`config.mk`:
```
export PLATFORM = sky130hd
export DESIGN_NAME = dispatch_stage_flat
export DESIGN_NICKNAME = d
export VERILOG_FILES = /design/src/rtl/dispatch_stage_if.sv /design/src/rtl/dispatch_stage.sv /design/src/flat_wrapper.sv
export SDC_FILE = /design/constraint.sdc
export NUM_CORES = 1
export LEC_CHECK = 0
export CORE_UTILIZATION = 40
export CTS_CLUSTER_SIZE = 25
export DETAILED_ROUTE_END_ITERATION = 6
export DONT_BUFFER_PORTS = 1
export GPL_TIMING_DRIVEN = 0
export PLACE_DENSITY = 0.64
export SLEW_MARGIN = 30
export SYNTH_ARGS = -nofsm -noshare
export SYNTH_HDL_FRONTEND = slang
export SYNTH_SLANG_ARGS = --single-unit
```
`constraint.sdc`:
```
create_clock -name clk -period 5.92 [get_ports clk]
set_clock_uncertainty 0.05 [all_clocks]
set_input_delay 1.184 -clock clk [delete_from_list [all_inputs] [get_ports clk]]
set_output_delay 1.184 -clock clk [all_outputs]
set_load 0.05 [all_outputs]
```
`src/rtl/dispatch_stage_if.sv`:
```
// Rename-to-dispatch handshake bundle: one renamed instruction offered per cycle.
// Valid/ready: the instruction transfers on a rising edge where rename_valid and
// i_ready are both 1; rename_valid must not depend on i_ready.
interface dispatch_stage_if #(
  parameter int PREG_WIDTH    = 7,
  parameter int ROB_WIDTH     = 4,
  parameter int PAYLOAD_WIDTH = 64
);
  logic                     rename_valid;
  logic [PREG_WIDTH-1:0]    rename_prs1;
  logic [PREG_WIDTH-1:0]    rename_prs2;
  logic                     rename_rs1_used;
  logic                     rename_rs2_used;
  logic [PREG_WIDTH-1:0]    rename_prd;
  logic [PREG_WIDTH-1:0]    rename_old_prd;
  logic                     rename_reg_write;
  logic [ROB_WIDTH-1:0]     rename_rob_tag;
  logic [1:0]               rename_fu_type;
  logic [PAYLOAD_WIDTH-1:0] rename_payload;
  logic                     i_ready;

  modport master (
    output rename_valid, rename_prs1, rename_prs2, rename_rs1_used, rename_rs2_used,
           rename_prd, rename_old_prd, rename_reg_write, rename_rob_tag,
           rename_fu_type, rename_payload,
    input  i_ready
  );

  modport slave (
    input  rename_valid, rename_prs1, rename_prs2, rename_rs1_used, rename_rs2_used,
           rename_prd, rename_old_prd, rename_reg_write, rename_rob_tag,
           rename_fu_type, rename_payload,
    output i_ready
  );
endinterface

```
`src/rtl/dispatch_stage.sv`:
```
// Single-entry dispatch slot: tracks operand readiness against a physical-register
// busy table and hands the instruction to one reservation station plus the ROB.
module dispatch_stage #(
  parameter int PREG_WIDTH    = 7,
  parameter int ROB_WIDTH     = 4,
  parameter int PAYLOAD_WIDTH = 64
) (
  input  logic                     clk,
  input  logic                     reset,
  dispatch_stage_if.slave          rn,
  input  logic                     wb_en,
  input  logic [PREG_WIDTH-1:0]    wb_preg,
  input  logic                     rob_ready,
  input  logic                     rs_alu_ready,
  input  logic                     rs_lsu_ready,
  input  logic                     rs_br_ready,
  input  logic                     branch_mispredict,
  output logic                     rob_alloc_valid,
  output logic                     rs_alu_valid,
  output logic                     rs_lsu_valid,
  output logic                     rs_br_valid,
  output logic [PREG_WIDTH-1:0]    out_prs1,
  output logic [PREG_WIDTH-1:0]    out_prs2,
  output logic                     out_prs1_rdy,
  output logic                     out_prs2_rdy,
  output logic [PREG_WIDTH-1:0]    out_prd,
  output logic [PREG_WIDTH-1:0]    out_old_prd,
  output logic                     out_reg_write,
  output logic [ROB_WIDTH-1:0]     out_rob_tag,
  output logic [PAYLOAD_WIDTH-1:0] out_payload
);
  localparam int NUM_PREGS = 1 << PREG_WIDTH;

  localparam logic [1:0] FU_ALU = 2'd0;
  localparam logic [1:0] FU_LSU = 2'd1;
  localparam logic [1:0] FU_BR  = 2'd2;

  logic                     slot_valid;
  logic [PREG_WIDTH-1:0]    s_prs1, s_prs2, s_prd, s_old_prd;
  logic                     s_rdy1, s_rdy2, s_reg_write;
  logic [ROB_WIDTH-1:0]     s_rob_tag;
  logic [1:0]               s_fu_type;
  logic [PAYLOAD_WIDTH-1:0] s_payload;
  logic [NUM_PREGS-1:0]     busy;

  logic is_alu, is_lsu, is_br, tgt_ready, fire, accept;
  logic wb_hit1, wb_hit2, cap_rdy1, cap_rdy2;

  // fu_type 3 (illegal) goes to the ALU station, which raises the exception.
  assign is_lsu    = (s_fu_type == FU_LSU);
  assign is_br     = (s_fu_type == FU_BR);
  assign is_alu    = !is_lsu && !is_br;
  assign tgt_ready = (is_alu && rs_alu_ready) || (is_lsu && rs_lsu_ready) ||
                     (is_br && rs_br_ready);
  assign fire      = slot_valid && rob_ready && tgt_ready && !branch_mispredict;

  assign rn.i_ready = (!slot_valid || fire) && !branch_mispredict;
  assign accept     = rn.rename_valid && rn.i_ready;

  assign rob_alloc_valid = fire;
  assign rs_alu_valid    = fire && is_alu;
  assign rs_lsu_valid    = fire && is_lsu;
  assign rs_br_valid     = fire && is_br;

  // Same-cycle wakeup is bypassed both into the capture and onto the held slot.
  assign cap_rdy1 = !rn.rename_rs1_used || (rn.rename_prs1 == '0) || !busy[rn.rename_prs1] ||
                    (wb_en && (wb_preg == rn.rename_prs1));
  assign cap_rdy2 = !rn.rename_rs2_used || (rn.rename_prs2 == '0) || !busy[rn.rename_prs2] ||
                    (wb_en && (wb_preg == rn.rename_prs2));
  assign wb_hit1  = wb_en && (wb_preg == s_prs1);
  assign wb_hit2  = wb_en && (wb_preg == s_prs2);

  assign out_prs1      = s_prs1;
  assign out_prs2      = s_prs2;
  assign out_prs1_rdy  = s_rdy1 || wb_hit1;
  assign out_prs2_rdy  = s_rdy2 || wb_hit2;
  assign out_prd       = s_prd;
  assign out_old_prd   = s_old_prd;
  assign out_reg_write = s_reg_write;
  assign out_rob_tag   = s_rob_tag;
  assign out_payload   = s_payload;

  always_ff @(posedge clk or negedge reset) begin
    if (!reset) begin
      slot_valid  <= 1'b0;
      s_prs1      <= '0;
      s_prs2      <= '0;
      s_rdy1      <= 1'b0;
      s_rdy2      <= 1'b0;
      s_prd       <= '0;
      s_old_prd   <= '0;
      s_reg_write <= 1'b0;
      s_rob_tag   <= '0;
      s_fu_type   <= '0;
      s_payload   <= '0;
    end else if (accept) begin
      slot_valid  <= 1'b1;
      s_prs1      <= rn.rename_prs1;
      s_prs2      <= rn.rename_prs2;
      s_rdy1      <= cap_rdy1;
      s_rdy2      <= cap_rdy2;
      s_prd       <= rn.rename_prd;
      s_old_prd   <= rn.rename_old_prd;
      s_reg_write <= rn.rename_reg_write;
      s_rob_tag   <= rn.rename_rob_tag;
      s_fu_type   <= rn.rename_fu_type;
      s_payload   <= rn.rename_payload;
    end else begin
      if (fire || branch_mispredict) slot_valid <= 1'b0;
      if (wb_hit1) s_rdy1 <= 1'b1;
      if (wb_hit2) s_rdy2 <= 1'b1;
    end
  end

  // Set after clear so a same-cycle allocate of the written-back preg wins.
  // A squash leaves the table alone; stale bits clear on writeback or reallocation.
  always_ff @(posedge clk or negedge reset) begin
    if (!reset) begin
      busy <= '0;
    end else begin
      if (wb_en) busy[wb_preg] <= 1'b0;
      if (accept && rn.rename_reg_write && (rn.rename_prd != '0)) busy[rn.rename_prd] <= 1'b1;
    end
  end
endmodule

```
`src/flat_wrapper.sv`:
```
// flat-port wrapper written by rule: the top's interface ports become plain ports
module dispatch_stage_flat 
#(
  parameter int PREG_WIDTH    = 7,
  parameter int ROB_WIDTH     = 4,
  parameter int PAYLOAD_WIDTH = 64
)
  (clk, reset, wb_en, wb_preg, rob_ready, rs_alu_ready, rs_lsu_ready, rs_br_ready, branch_mispredict, rob_alloc_valid, rs_alu_valid, rs_lsu_valid, rs_br_valid, out_prs1, out_prs2, out_prs1_rdy, out_prs2_rdy, out_prd, out_old_prd, out_reg_write, out_rob_tag, out_payload, rn_rename_valid, rn_rename_prs1, rn_rename_prs2, rn_rename_rs1_used, rn_rename_rs2_used, rn_rename_prd, rn_rename_old_prd, rn_rename_reg_write, rn_rename_rob_tag, rn_rename_fu_type, rn_rename_payload, rn_i_ready);
  dispatch_stage_if #(.PREG_WIDTH(PREG_WIDTH), .ROB_WIDTH(ROB_WIDTH), .PAYLOAD_WIDTH(PAYLOAD_WIDTH)) rn_i ();
  input  logic clk;
  input  logic reset;
  input  logic wb_en;
  input  logic [PREG_WIDTH-1:0] wb_preg;
  input  logic rob_ready;
  input  logic rs_alu_ready;
  input  logic rs_lsu_ready;
  input  logic rs_br_ready;
  input  logic branch_mispredict;
  output logic rob_alloc_valid;
  output logic rs_alu_valid;
  output logic rs_lsu_valid;
  output logic rs_br_valid;
  output logic [PREG_WIDTH-1:0] out_prs1;
  output logic [PREG_WIDTH-1:0] out_prs2;
  output logic out_prs1_rdy;
  output logic out_prs2_rdy;
  output logic [PREG_WIDTH-1:0] out_prd;
  output logic [PREG_WIDTH-1:0] out_old_prd;
  output logic out_reg_write;
  output logic [ROB_WIDTH-1:0] out_rob_tag;
  output logic [PAYLOAD_WIDTH-1:0] out_payload;
  input wire logic [$bits(rn_i.rename_valid)-1:0] rn_rename_valid;
  input wire logic [$bits(rn_i.rename_prs1)-1:0] rn_rename_prs1;
  input wire logic [$bits(rn_i.rename_prs2)-1:0] rn_rename_prs2;
  input wire logic [$bits(rn_i.rename_rs1_used)-1:0] rn_rename_rs1_used;
  input wire logic [$bits(rn_i.rename_rs2_used)-1:0] rn_rename_rs2_used;
  input wire logic [$bits(rn_i.rename_prd)-1:0] rn_rename_prd;
  input wire logic [$bits(rn_i.rename_old_prd)-1:0] rn_rename_old_prd;
  input wire logic [$bits(rn_i.rename_reg_write)-1:0] rn_rename_reg_write;
  input wire logic [$bits(rn_i.rename_rob_tag)-1:0] rn_rename_rob_tag;
  input wire logic [$bits(rn_i.rename_fu_type)-1:0] rn_rename_fu_type;
  input wire logic [$bits(rn_i.rename_payload)-1:0] rn_rename_payload;
  output wire logic [$bits(rn_i.i_ready)-1:0] rn_i_ready;
  assign rn_i.rename_valid = rn_rename_valid;
  assign rn_i.rename_prs1 = rn_rename_prs1;
  assign rn_i.rename_prs2 = rn_rename_prs2;
  assign rn_i.rename_rs1_used = rn_rename_rs1_used;
  assign rn_i.rename_rs2_used = rn_rename_rs2_used;
  assign rn_i.rename_prd = rn_rename_prd;
  assign rn_i.rename_old_prd = rn_rename_old_prd;
  assign rn_i.rename_reg_write = rn_rename_reg_write;
  assign rn_i.rename_rob_tag = rn_rename_rob_tag;
  assign rn_i.rename_fu_type = rn_rename_fu_type;
  assign rn_i.rename_payload = rn_rename_payload;
  assign rn_i_ready = rn_i.i_ready;
  dispatch_stage #(.PREG_WIDTH(PREG_WIDTH), .ROB_WIDTH(ROB_WIDTH), .PAYLOAD_WIDTH(PAYLOAD_WIDTH)) u_core (.clk(clk), .reset(reset), .rn(rn_i), .wb_en(wb_en), .wb_preg(wb_preg), .rob_ready(rob_ready), .rs_alu_ready(rs_alu_ready), .rs_lsu_ready(rs_lsu_ready), .rs_br_ready(rs_br_ready), .branch_mispredict(branch_mispredict), .rob_alloc_valid(rob_alloc_valid), .rs_alu_valid(rs_alu_valid), .rs_lsu_valid(rs_lsu_valid), .rs_br_valid(rs_br_valid), .out_prs1(out_prs1), .out_prs2(out_prs2), .out_prs1_rdy(out_prs1_rdy), .out_prs2_rdy(out_prs2_rdy), .out_prd(out_prd), .out_old_prd(out_old_prd), .out_reg_write(out_reg_write), .out_rob_tag(out_rob_tag), .out_payload(out_payload));
endmodule
```
==> flow_summary.ini, run 1 <==
[timing]
rsz0062_at_grt = no
setup_viol = 0
holdWs_ps = 291
tightest_slew_ps = 996
relSlewSlack = 0.336
slew_violations = 0
finalWorstSetupSlack_ps = 1780
finalHoldViolCount = 0
fin_crit_ps = 4140
setup_tns_ps = 0
min_period_over_period = 0.699
max_clock_freq_mhz = 242

[clocking]
numCtsBuffers = 25
cts-root-buf = clkbuf_16
cts_tree = built
post_cts_buffers = 0
cts_max_path_buffers = 3
htree_levels = 1
insertion_delay_ps = 540
cts_sinks = 230
postCtsHoldBufs = 0
cts_resized = 0
path_clk_slew_ps = 60

[synth]
ys_types = 50
synth_commonest_cells = nand2_1 (326), o21ai_0 (258), dfrtp_1 (230)
avgSynthCellArea_sq_um = 10.1
synthTopCellsByArea = dfrtp_1 (50%), o21ai_0 (11%), nand2_1 (11%)
async_flop_share = 1.00
syn_inst = 1135
yosysMostFrequentCell = nand2_1
synth-seq-cells = 230
synth_top_area_share = 0.504
synth_nets = 1254
synth_top_area_cell = dfrtp_1
yosys_most_used_dff = dfrtp_1
synth-edff-count = 0
yosys_warnings = 0
netlist_area_sq_mm = 0.0114
synth_seq_area_share = 0.504

[layout]
drive_gt1_frac = 0.0967
design_area_sq_mm = 0.0128
finalNonFillerCells = 1558
area_growth_pct = 11.7
nNetsFinal = 1282
fin_util = 0.457
num-fill-cells = 2660

[global_route]
grt_pass1_vias = 8935
antenna_found_initial = 3
grt_max_degree = 231
track_usage = 0.253
grt_pass1_wl_mm = 55.4
grt-ovfl-total = 0

[placement]
place_inst = 1514
pre_cts_slack_ps = 1810
post_dp_cell_area_sq_mm = 0.0119
port_buffers = 0
place_congestion = 0.921
post-dp-hpwl_mm = 26.2

[pwr]
p_total_mw = 4.41
ir_worst_vdd_mv = 0.197
leakage_nw = 5.71
pwr_density_cell_mw_per_mm2 = 345

[routing]
via_count = 9623
wl_mm = 38.3
post_drt_wl_per_cell_um = 24.6
drt_iter0_drc = 1300
vias_per_cell = 6.18
first_pass_iters = 6
ant_nets = 0
drc = 0

[critical_path]
r2r-start = u_core.s_fu_type[0]$_DFFE_PN0P_
cp_max_fo = 10
reg2reg_depth = 9
endpoint_kind = primary output
worstSetupStartpointType = input port
crit_required_ps = 4690
r2r_slack_ps = 2520
worstSetupPathType = in2out
reg2reg_to = u_core.busy[83]$_DFF_PN0_
worst_ep_arrival_time_ps = 2900

[outcome]
outcome = completed

[die]
chipHeight_um = 171
coreArea_sq_mm = 0.0279
dieArea_sq_mm = 0.0292
fp.dieW_um = 171
row_count = 61
ioPinCount = 221
initial_core_util = 0.409

[run]
maxCapViolations = 0

[worst_hold_path]
hold_path_class = in2async
==> sequential cells by signal, indices dropped and copies added, names as in the netlist <==
register and flops:
u_core.out_prd 7, u_core.out_old_prd 7, u_core.slot_valid 1, u_core.s_fu_type 2, u_core.s_rdy2 1, u_core.s_rdy1 1
u_core.out_prs1 7, u_core.busy 128, u_core.out_payload 64, u_core.out_rob_tag 4, u_core.out_reg_write 1, u_core.out_prs2 7
==> how the worst max path moves through the flow <==
stage / endpoint / start / cells after the start
finish: out_prs1_rdy / wb_preg[5] / 4
global placement: rs_br_valid / rs_alu_ready / 3
CTS: out_prs1_rdy / wb_preg[5] / 4
floorplan: rs_alu_valid / rs_alu_ready / 3
detailed placement: out_prs1_rdy / wb_preg[5] / 4
global route: out_prs1_rdy / wb_preg[5] / 4
==> cells in the final DEF (no fill, tap or decap), types with 2 or more instances in the layout <==
master / instances
xor2_1: 12
o2111ai_1: 2
o211ai_1: 4
nand3b_1: 7
and2_1: 3
clkbuf_8: 6
o22ai_1: 3
buf_6: 2
nor4b_1: 2
mux4_1: 15
o31ai_1: 3
dfrtp_1: 230
nand2_1: 326
buf_2: 12
nor3_1: 4
buf_1: 9
xnor2_1: 16
nor2b_1: 13
clkbuf_1: 55
inv_1: 4
nor2_1: 19
mux2i_1: 24
mux2_2: 9
clkbuf_16: 25
mux4_2: 48
nand3_1: 22
o21ai_0: 258
a41o_1: 2
bufinv_16: 3
nand2b_1: 4
nand4_1: 7
ha_1: 2
a211oi_1: 2
nor4_1: 3
==> layer usage <==
metal / part of all wire / global-route usage / vias up
li1: - / - / 4063
met1: 0.39 / 0.352 / 4848
met2: 0.46 / 0.385 / 610
met3: 0.12 / 0.0662 / 98
met4: 0.029 / 0.0780 / 4
met5: 0.00047 / 0 / -
==> report_power, final <==
part | total, mW | leakage, nW | switching, mW | internal [mW]
Clock | 1.63 | 0.416 | 0.648 | 0.985
Combinational | 0.449 | 2.26 | 0.279 | 0.169
Sequential | 2.32 | 3.03 | 0.594 | 1.73
Total | 4.41 | 5.71 | 1.52 | 2.88
==> cells by family after synthesis <==
group / share of synthesized area
XOR/XNOR: 0.0215
multiplexers: 0.159
AND/OR/NAND/NOR: 0.153
AO/OA/AOI/OAI: 0.132
buffers and inverters: 0.0286
adder cells (fa/ha/maj): 0.00219
flip-flops: 0.504
==> worst max-delay path, cell delays in order <==
cell and delay [ps]:
clkbuf_1 590, xor2_1 150, nor4_1 370, a41o_1 600
==> cell type report <==
cell class	instances	area, sq um	area share
buffer	72	312	0.0244
clock inverter	5	115	0.00902
multi-input combinational	829	5350	0.419
clock buffer	38	734	0.0575
timing repair buffer	1	7.51	0.000588
inverter	4	15.0	0.00118
sequential	230	5760	0.451
antenna	1	2.50	0.000196
tap	378	473	0.0371
Power figures use the tool's default switching activity.
==> run 2: changes to the inputs <==
- PLACE_DENSITY: 0.64 -> 0.66
- clock period: 5.92 -> 3.5 ns (I/O delays scaled with it)
==> run 2 against run 1 <==
Against the previous run:
- worst hold slack worse by 460 ps
- clock-buffer cell count rose by 2
- total power grew 65%
- sequential cell count unchanged
- first-iteration DRC count decreased by 9.9%
- critical path depth stayed put
- die area did not move
- setup slack got worse by 1700 ps
- critical path type is now reg2out
- global-route usage is 0.12 points higher
- final cell count stayed put
- critical endpoint is now rs_br_valid
- combinational power rose by 67%
- the flow now finishes with violations (DRC, hold timing)
==> flow_summary.ini, run 2 (synthesis results as in run 1) <==
[outcome]
outcome = finished, violations left
violations = DRC, hold timing

[clocking]
cts_max_path_buffers = 3
post_cts_buffers = 0
insertion_delay_ps = 540
htree_levels = 1
cts_sinks = 230
path_clk_slew_ps = 60
cts-root-buf = clkbuf_16
numCtsBuffers = 25
cts_resized = 0
cts_tree = built

[die]
initial_core_util = 0.409
fp.dieW_um = 171
coreArea_sq_mm = 0.0279
ioPinCount = 221
dieArea_sq_mm = 0.0292
chipHeight_um = 171
row_count = 61

[layout]
largest_register_ff_count = 128
drive_gt1_frac = 0.0958
num-fill-cells = 2620
nNetsFinal = 1281
area_growth_pct = 11.2
regMostFlops = u_core.busy
antennaDiodeCount = 0
mostFrequentLayoutCells = nand2_1 (326), o21ai_0 (258), dfrtp_1 (230), clkbuf_1 (57), mux4_2 (48)
final_common_cell = nand2_1
design_area_sq_mm = 0.0127

[timing]
tightest_slew_ps = 988
holdWs_ps = -169
fin_crit_ps = 3440
rsz0062_at_grt = no
setup_viol = 0
finalHoldViolCount = 230
max_clock_freq_mhz = 291
slew_violations = 0
setup_tns_ps = 0
relSlewSlack = 0.341
min_period_over_period = 0.983

[critical_path]
reg2reg_to = u_core.busy[123]$_DFF_PN0_
cp_max_fo = 4
r2r-start = u_core.s_fu_type[0]$_DFFE_PN0P_
worst_ep_arrival_time_ps = 2690
cp_num_buf_inv = 0
slowest_stage = nor4b_4
crit_family = simple AND/OR/NAND/NOR gates
crit_required_ps = 2750
worstSetupStartpointType = flop
critPathMaxStageDelay_ps = 780
endpoint_kind = primary output
path_cells = ha_1 -> a222oi_1 -> nor4b_4 -> and2_1
worstSetupPathType = reg2out
reg2reg_depth = 9
r2r_slack_ps = 80

[global_route]
antenna_found_initial = 2
track_usage = 0.254
grt_pass1_vias = 9006
grt_pass1_wl_mm = 55.6
grt-ovfl-total = 0
grt_max_degree = 231

[routing]
drc = 1
via_count = 9639
ant_nets = 0
post_drt_wl_per_cell_um = 24.4
first_pass_iters = 7
wl_mm = 38.0
drt_iter0_drc = 1171
vias_per_cell = 6.19

[pwr]
leakage_nw = 5.68
pwr_density_cell_mw_per_mm2 = 572
ir_worst_vdd_mv = 0.311

[worst_hold_path]
hold_path_class = in2async

[placement]
post-dp-hpwl_mm = 26.3
post_dp_cell_area_sq_mm = 0.0119
place_congestion = 0.903
port_buffers = 0

[run]
maxCapViolations = 0
-- run 2: how the worst max path moves through the flow --
stage                                          startpoint                          to  slack, ps  depth (start not counted)
final                     u_core.s_fu_type[1]$_DFFE_PN0P_                 rs_br_valid         60                          4
after global routing      u_core.s_fu_type[0]$_DFFE_PN0P_  u_core.busy[115]$_DFF_PN0_          2                          9
after CTS                 u_core.s_fu_type[1]$_DFFE_PN0P_                 rs_br_valid         70                          4
after detailed placement                     rs_alu_ready  u_core.busy[115]$_DFF_PN0_        200                          7
after global placement                       rs_alu_ready                 rs_br_valid        240                          3
after floorplan                              rs_alu_ready                rs_alu_valid        340                          3
-- run 2: per-stage QoR --
stage / total power, mW / instances / hold WS (ps) / utilization / setup WS (ps)
2_1_floorplan: 4.45 / 1135 / 354 / - / 338
3_3_place_gp: 4.69 / 1513 / 358 / 0.426 / 242
3_5_place_dp: 4.73 / 1513 / 357 / 0.426 / 196
4_1_cts: 7.29 / 1558 / -186 / 0.455 / 65.7
5_1_grt: 7.51 / 1558 / -181 / 0.455 / 1.55
6_report: 7.27 / 1558 / -169 / 0.455 / 58.2
-- run 2: area by class of cell --
type | count | area, sq um | share of cell area
sequential | 230 | 5760 | 0.453
multi-input combinational | 829 | 5360 | 0.422
clock buffer | 40 | 742 | 0.0584
inverter | 4 | 15.0 | 0.00118
buffer | 72 | 312 | 0.0245
clock inverter | 5 | 53.8 | 0.00423
tap | 378 | 473 | 0.0372
-- run 2: per-layer routing --
metal | wire length [um] | vias to the layer above | track usage
li1 | - | 4066 | -
met1 | 14600 | 4793 | 0.345
met2 | 17400 | 645 | 0.391
met3 | 4450 | 131 | 0.0585
met4 | 1540 | 4 | 0.105
met5 | 24 | - | 0
-- run 2: report_power, final --
group	switching (mW)	internal, mW
clock network	1.06	1.52
logic	0.465	0.287
registers	1.01	2.92
total	2.54	4.73
